**src/rtl/hazard_ctrl_mdu.sv**
```systemverilog
// Hazard control for the 5-stage MIPS pipeline: load-use, branch/JR operand and MDU scoreboard stalls.
// Optional performance counters are enabled by defining HAZARD_PERF_CNT_EN.
module hazard_ctrl_mdu #(
    parameter int REG_AW  = 5,
    parameter int MDU_LAT = 4,
    parameter int CNT_W   = 16
) (
    input  logic              CLK,
    input  logic              RST_N,
    input  logic [5:0]        IF_ID_OP,
    input  logic [5:0]        IF_ID_Funct,
    input  logic [REG_AW-1:0] IF_ID_RS,
    input  logic [REG_AW-1:0] IF_ID_RT,
    input  logic              IF_ID_invalidRt,
    input  logic              ID_EX_MemtoReg,
    input  logic              ID_EX_RegWrite,
    input  logic [REG_AW-1:0] ID_EX_WriteReg,
    input  logic              EX_MEM_MemtoReg,
    input  logic              EX_MEM_RegWrite,
    input  logic [REG_AW-1:0] EX_MEM_WriteReg,
    input  logic              EqualFlag,
    output logic              PC_Stall,
    output logic              IF_ID_Stall,
    output logic              IF_ID_Flush,
    output logic              Control_Mux,
`ifdef HAZARD_PERF_CNT_EN
    output logic [CNT_W-1:0]  Stall_Count,
    output logic [CNT_W-1:0]  Flush_Count,
`endif
    output logic              MDU_Busy
);

    // A zero-latency MDU still needs a 1-bit counter so the register has a legal width.
    localparam int CW = (MDU_LAT > 0) ? $clog2(MDU_LAT + 1) : 1;

    typedef enum logic {IDLE, BUSY} mdu_state_t;

    mdu_state_t state, state_next;
    logic [CW-1:0] mdu_cnt, mdu_cnt_next;

    logic is_rtype, is_jr, is_jump, is_beq, is_bne, is_branch;
    logic is_muldiv, is_hilo;
    logic hit_ex, hit_mem;
    logic stall_load, stall_branch, stall_mdu, stall, flush, issue;

    always_comb begin
        is_rtype  = (IF_ID_OP == 6'h00);
        is_jr     = is_rtype && (IF_ID_Funct == 6'h08);
        is_jump   = (IF_ID_OP == 6'h02) || (IF_ID_OP == 6'h03);
        is_beq    = (IF_ID_OP == 6'h04);
        is_bne    = (IF_ID_OP == 6'h05);
        is_branch = is_beq || is_bne || is_jr;
        is_muldiv = is_rtype && (IF_ID_Funct >= 6'h18) && (IF_ID_Funct <= 6'h1B);
        is_hilo   = is_rtype && (IF_ID_Funct >= 6'h10) && (IF_ID_Funct <= 6'h13);
    end

    // Register 0 is hard-wired zero, so a dependency on it is never real.
    always_comb begin
        hit_ex  = (ID_EX_WriteReg != '0) &&
                  ((ID_EX_WriteReg == IF_ID_RS) ||
                   ((ID_EX_WriteReg == IF_ID_RT) && !IF_ID_invalidRt));
        hit_mem = (EX_MEM_WriteReg != '0) &&
                  ((EX_MEM_WriteReg == IF_ID_RS) ||
                   ((EX_MEM_WriteReg == IF_ID_RT) && !IF_ID_invalidRt));
    end

    always_comb begin
        MDU_Busy     = (state == BUSY);
        stall_load   = ID_EX_MemtoReg && hit_ex;
        stall_branch = is_branch && ((ID_EX_RegWrite && hit_ex) ||
                                     (EX_MEM_RegWrite && EX_MEM_MemtoReg && hit_mem));
        stall_mdu    = MDU_Busy && (is_muldiv || is_hilo);
        stall        = stall_load || stall_branch || stall_mdu;
        flush        = !stall && (is_jump || is_jr || (is_beq && EqualFlag) || (is_bne && !EqualFlag));
        issue        = is_muldiv && !stall;
    end

    always_comb begin
        PC_Stall    = stall;
        IF_ID_Stall = stall;
        Control_Mux = stall;
        IF_ID_Flush = flush;
    end

    // Scoreboard: BUSY exactly while the occupancy counter is non-zero.
    always_comb begin
        state_next   = state;
        mdu_cnt_next = mdu_cnt;
        if (issue) begin
            mdu_cnt_next = CW'(MDU_LAT);
            state_next   = (MDU_LAT != 0) ? BUSY : IDLE;
        end else if (mdu_cnt != '0) begin
            mdu_cnt_next = mdu_cnt - CW'(1);
            state_next   = (mdu_cnt == CW'(1)) ? IDLE : BUSY;
        end
    end

    always_ff @(posedge CLK) begin
        if (!RST_N) begin
            state   <= IDLE;
            mdu_cnt <= '0;
        end else begin
            state   <= state_next;
            mdu_cnt <= mdu_cnt_next;
        end
    end

`ifdef HAZARD_PERF_CNT_EN
    // Saturating counters so a long stall never wraps back to a small value.
    always_ff @(posedge CLK) begin
        if (!RST_N) begin
            Stall_Count <= '0;
            Flush_Count <= '0;
        end else begin
            if (stall && (Stall_Count != '1)) Stall_Count <= Stall_Count + CNT_W'(1);
            if (flush && (Flush_Count != '1)) Flush_Count <= Flush_Count + CNT_W'(1);
        end
    end
`endif

endmodule

```
**config.mk**
```make
export PLATFORM = sky130hd
export DESIGN_NAME = hazard_ctrl_mdu
export DESIGN_NICKNAME = d
export VERILOG_FILES = /design/src/rtl/hazard_ctrl_mdu.sv
export SDC_FILE = /design/constraint.sdc
export NUM_CORES = 1
export LEC_CHECK = 0
export BUFFER_PORTS_ARGS = -buffer_cell sky130_fd_sc_hd__buf_2
export CORE_MARGIN = 5
export CORE_UTILIZATION = 40
export DETAILED_ROUTE_END_ITERATION = 10
export PLACE_DENSITY = 0.78
export SYNTH_ARGS = -nofsm -noshare
export SYNTH_HDL_FRONTEND = slang
export SYNTH_SLANG_ARGS = --single-unit
```
**constraint.sdc**
```tcl
create_clock -name CLK -period 3.13 [get_ports CLK]
set_clock_uncertainty 0.2 [all_clocks]
set_input_delay 0.313 -clock CLK [delete_from_list [all_inputs] [get_ports CLK]]
set_output_delay 0.313 -clock CLK [all_outputs]
set_load 0.005 [all_outputs]
```
==> results of run 1 <==
## registers in the layout, indices dropped and copies added, names as in the netlist
name	cells
MDU_Busy	1
mdu_cnt	3
## metal layers
metal / GRT usage, % / routed length, µm / up-vias
li1: - / - / 371
met1: 16.6 / 719 / 324
met2: 23.3 / 923 / 33
met3: 4.52 / 194 / 0
met4: 6.11 / 0 / 0
met5: 0 / 0 / -
## through the flow
step	hold slack, ns	instance area (µm²)	total power, W
2_1_floorplan	0.227	638	0.000217
3_3_place_gp	0.337	863	0.000275
3_5_place_dp	0.342	863	0.000283
4_1_cts	0.125	886	0.000349
5_1_grt	0.128	886	0.000379
6_report	0.133	886	0.000345
## report_power, final
part	switching, W	internal, W
sequential	0.0000148	0.0000710
clock	0.0000195	0.0000428
combinational	0.0000973	0.0000994
total	0.000132	0.000213
## worst max-delay path: cells and delay by family
| kind | cells | cell delay (ns) |
|---|---|---|
| compound gates | 1 | 0.12 |
| buf+inv | 2 | 0.24 |
| xor+xnor | 1 | 0.16 |
| simple gates | 3 | 0.87 |
## final timing paths
| kind | to | slack [ns] | start |
|---|---|---|---|
| setup reg to reg | MDU_Busy | 1.56 | mdu_cnt[0] |
| setup / recovery | IF_ID_Flush | 0.91 | ID_EX_WriteReg[2] |
| hold / removal | mdu_cnt[2] | 0.13 | RST_N |
| hold reg to reg | mdu_cnt[1] | 0.36 | mdu_cnt[1] |
## cells by family (layout without fill, tap and decap cells)
family,count (synthesis),in the layout
xor gates and xnor gates,22,22
AOI/OAI and AO/OA,13,13
adders and majority gates,4,4
and+or+nand+nor,30,30
DFF,4,4
buffers and inverters,6,51
## placed cells by master, fill, tap and decap left out, types with 3 or more instances in the layout
master | Yosys | final
a21oi_1 | 3 | 3
nand2_1 | 5 | 5
inv_1 | 4 | 4
ha_1 | 4 | 4
buf_2 | 0 | 44
xnor2_1 | 13 | 13
xor2_1 | 9 | 9
nor2_1 | 7 | 7
clkbuf_4 | 0 | 3
dfxtp_1 | 4 | 4
## layout make-up
class	instances	area (µm²)	share of cell area, %
Clock buffer	3	22.5	2.54
Inverter	4	15.0	1.69
Multi-Input combinational cell	69	528	59.6
Sequential cell	4	80.1	9.04
Tap cell	16	20.0	2.26
Timing Repair Buffer	44	220	24.9
==> flow_metrics.py, run 1 <==
metrics = {
    "synthesis": {
        "yosys.area_share.simple_pct": 30.2,
        "synth-compound-area-share_pct": 14.5,
        "synth_common_cells": "13 x xnor2_1, 9 x xor2_1, 7 x nor2_1",
        "synth.ff_latch_count": 4,
        "synth_flop_cell": "dfxtp_1",
        "yosysUniqueCellTypes": 30,
        "synth_most_common_cell": "xnor2_1",
        "synth_top_area_share_pct": 17.8,
        "synth-async-reset-ratio_pct": 0,
        "syn-cell-area_um2": 638,
        "synthAdderAreaFrac_pct": 7.84,
        "synth_edf_count": 0,
        "synth-xor-area-share_pct": 30.2,
        "syn-num-nets": 123,
        "synth_top_family_by_area": "simple AND/OR/NAND/NOR gates",
        "synth_area_leaders": "xnor2_1 18%, dfxtp_1 13%, xor2_1 12%",
        "syn_avg_cell_area_um2": 8.08,
        "synth_top_area_cell": "xnor2_1",
        "yosysSeqAreaShare_pct": 12.5,
        "ys_warn_count": 0,
        "synthCells": 79,
        "synth_mux_area_share_pct": 0,
    },
    "run_status": {
        "status": "complete, no violations",
    },
    "cts": {
        "cts_setup_buffers": 0,
        "cts_tree": "yes",
        "cts_root_buf": "clkbuf_4",
        "cts_buffers": 3,
        "worstSkewPairLatency_ns": 0.23,
        "cts_hold_buf": 0,
        "clk_pin_slew_worst_paths_ns": 0.04,
        "clock-sinks": 4,
        "clk_path_buf_depth": 2,
        "cts_resized": 0,
        "htreeDepth": 1,
    },
    "setup_path": {
        "reg2reg_depth": 6,
        "worstPathCellList": "buf_2 -> xor2_1 -> nor4_2 -> a32oi_1 -> or3_1 -> and4b_1 -> buf_2",
        "path_class": "in -> out",
        "crit_top_cell": "buf_2",
        "cp_slowest_cell": "or3_1",
        "max_stage_delay_ns": 0.38,
        "worst-path-max-fanout": 3,
        "critPathArrivalTime_ns": 1.71,
        "cp-end-kind": "primary output",
        "critPathLaunchType": "primary input",
        "required_ns": 2.62,
    },
    "drt": {
        "vias": 728,
        "drt_iter0_drc": 6,
        "wl_per_cell_um": 13.1,
        "firstDrtPassIters": 4,
        "antenna_left": 0,
        "vias_per_cell": 5.20,
        "drc_errors": 0,
        "routed_wl_um": 1840,
    },
    "sta": {
        "setup_viol": 0,
        "period_minus_slack_ns": 2.22,
        "relSlewSlack_pct": 68.7,
        "tns_ns": 0,
        "tightest_slew_ns": 0.466,
        "fin_crit_sh_pct": 70.9,
        "finalMaxSlewViolations": 0,
        "grt_setup_unrepaired": "false",
        "setup_ws_ns": 0.911,
        "hold_viol": 0,
        "max_freq_ghz": 0.451,
    },
    "global_route": {
        "grt_pass1_vias": 693,
        "antenna_found_initial": 0,
        "grtUsageTotal_pct": 14.2,
        "grt_pass1_wl_um": 2900,
        "grt_max_degree": 8,
        "gr-total-overflow": 0,
    },
    "cells_and_area": {
        "instances_no_fill": 140,
        "layout-drive-gt1-share_pct": 42.7,
        "num-fill-cells": 134,
        "syn_to_final_growth_pct": 38.8,
        "finalNetCount": 170,
        "utilization_pct": 58.8,
        "antennaDiodeCount": 0,
    },
    "die": {
        "core_um2": 1510,
        "pin_count": 45,
        "rows": 14,
        "die_width_um": 49.9,
        "start_util_pct": 42.4,
        "die_y_um": 49.9,
        "die-area_um2": 2490,
    },
    "pwr": {
        "p_leak_nw": 0.428,
        "ir_worst_vdd_mv": 0.299,
        "p_per_area_nw_per_um2": 389,
    },
    "job": {
        "drv_cap": 0,
    },
    "placement": {
        "placedCellCount": 137,
        "hpwl_um": 1640,
        "gp_congestion": 0.855,
        "port_buffers": 44,
        "dp_slack_ns": 0.905,
    },
    "min_path": {
        "hold-path-cell-count": 2,
        "min_path_type": "in -> reg",
    },
}
Power figures use the tool's default switching activity.
==> run 2: changes to the inputs <==
==> constraint.sdc (replaced) <==
create_clock -name CLK -period 2.1 [get_ports CLK]
set_clock_uncertainty 0.2 [all_clocks]
set_input_delay 0.21 -clock CLK [delete_from_list [all_inputs] [get_ports CLK]]
set_output_delay 0.21 -clock CLK [all_outputs]
set_load 0.005 [all_outputs]
==> flow_metrics.py, run 2 (synthesis gave the netlist of run 1 again) <==
metrics = {
    "run_status": {
        "status": "complete, no violations",
    },
    "job": {
        "drv_cap": 0,
    },
    "sta": {
        "setup_viol": 0,
        "setup_ws_ns": 0.104,
        "period_minus_slack_ns": 2.00,
        "finalMaxSlewViolations": 0,
        "grt_setup_unrepaired": "false",
        "tns_ns": 0,
        "relSlewSlack_pct": 76.3,
        "tightest_slew_ns": 0.353,
        "max_freq_ghz": 0.501,
        "fin_crit_sh_pct": 95.0,
        "hold_viol": 0,
    },
    "global_route": {
        "grt_max_degree": 8,
        "grtUsageTotal_pct": 13.7,
        "antenna_found_initial": 0,
        "grt_pass1_wl_um": 2760,
        "gr-total-overflow": 0,
        "grt_pass1_vias": 686,
    },
    "cells_and_area": {
        "seqCellArea_um2": 80.1,
        "largest_register_ffs": 3,
        "antennaDiodeCount": 0,
        "syn_to_final_growth_pct": 40.0,
        "finalNetCount": 171,
        "final_cell_mix": "44 x buf_2, 13 x xnor2_1, 9 x xor2_1, 7 x nor2_1, 5 x nand2_1",
        "top_register": "mdu_cnt",
        "layout_commonest_cell": "buf_2",
        "multi_input_comb_area_um2": 528,
        "num-fill-cells": 137,
        "layout-drive-gt1-share_pct": 43.2,
    },
    "cts": {
        "cts_resized": 0,
        "cts_tree": "yes",
        "clk_pin_slew_worst_paths_ns": 0.04,
        "worstSkewPairLatency_ns": 0.23,
        "cts_root_buf": "clkbuf_4",
        "cts_hold_buf": 0,
        "cts_setup_buffers": 0,
        "clock-sinks": 4,
        "cts_buffers": 3,
        "htreeDepth": 1,
        "clk_path_buf_depth": 2,
    },
    "die": {
        "die-area_um2": 2490,
        "core_um2": 1510,
        "pin_count": 45,
        "die_y_um": 49.9,
        "rows": 14,
        "die_width_um": 49.9,
        "start_util_pct": 42.4,
    },
    "drt": {
        "wl_per_cell_um": 12.7,
        "routed_wl_um": 1800,
        "drt_iter0_drc": 6,
        "vias_per_cell": 5.21,
        "antenna_left": 0,
        "firstDrtPassIters": 3,
        "drc_errors": 0,
        "vias": 735,
    },
    "placement": {
        "gp_congestion": 0.856,
        "port_buffers": 44,
        "hpwl_um": 1630,
        "dp_slack_ns": 0.0819,
    },
    "setup_path": {
        "required_ns": 1.69,
        "path_class": "in -> out",
        "critPathLaunchType": "primary input",
        "critPathArrivalTime_ns": 1.59,
        "cp-end-kind": "primary output",
        "worst-r2r-setup-slack_ns": 0.52,
        "worst-path-max-fanout": 3,
    },
    "pwr": {
        "p_leak_nw": 0.433,
        "ir_worst_vdd_mv": 0.448,
        "p_per_area_nw_per_um2": 573,
    },
    "min_path": {
        "min_path_type": "in -> reg",
    },
}
[run 2: final cells by class]
cell class | count | area share [%]
Clock buffer | 3 | 2.52
Inverter | 4 | 1.68
Multi-Input combinational cell | 69 | 59.1
Sequential cell | 4 | 8.96
Tap cell | 16 | 2.24
Timing Repair Buffer | 45 | 25.5
[run 2: path summary, 6_finish.rpt]
path | startpoint | endpoint | depth (start not counted)
min | RST_N | mdu_cnt[2] | 2
min reg2reg | mdu_cnt[1] | mdu_cnt[1] | 4
max | ID_EX_WriteReg[2] | IF_ID_Flush | 7
max reg2reg | mdu_cnt[0] | mdu_cnt[2] | 6
[run 2: critical path: stages]
cell and delay, ns:
buf_2 0.12, xor2_1 0.16, nor4_2 0.29, a32oi_1 0.11, or3_1 0.38, and4b_1 0.19, buf_2 0.12
[run 2: per-stage QoR]
step                cell area [µm²]  total power [W]  hold slack [ns]  instances  utilization [%]
detailed placement              871         0.000418            0.264        138             57.8
global placement                871         0.000411            0.260        138             57.8
floorplan                       638         0.000323            0.124         79                -
CTS                             893         0.000518           0.0192        141             59.3
global route                    893         0.000565           0.0181        141             59.3
finish                          893         0.000512           0.0277        141             59.3
[run 2: metal layers]
metal | GRT usage, % | vias to the layer above | share of wire [%]
met5 | 0 | - | 0
met4 | 6.11 | 0 | 0
met3 | 4.52 | 0 | 12
met2 | 23.1 | 27 | 52
met1 | 15.2 | 335 | 37
li1 | - | 373 | -
[run 2: where the power goes]
group	switching, W	internal, W
Clock	0.0000293	0.0000638
Combinational	0.000142	0.000148
Sequential	0.0000219	0.000106
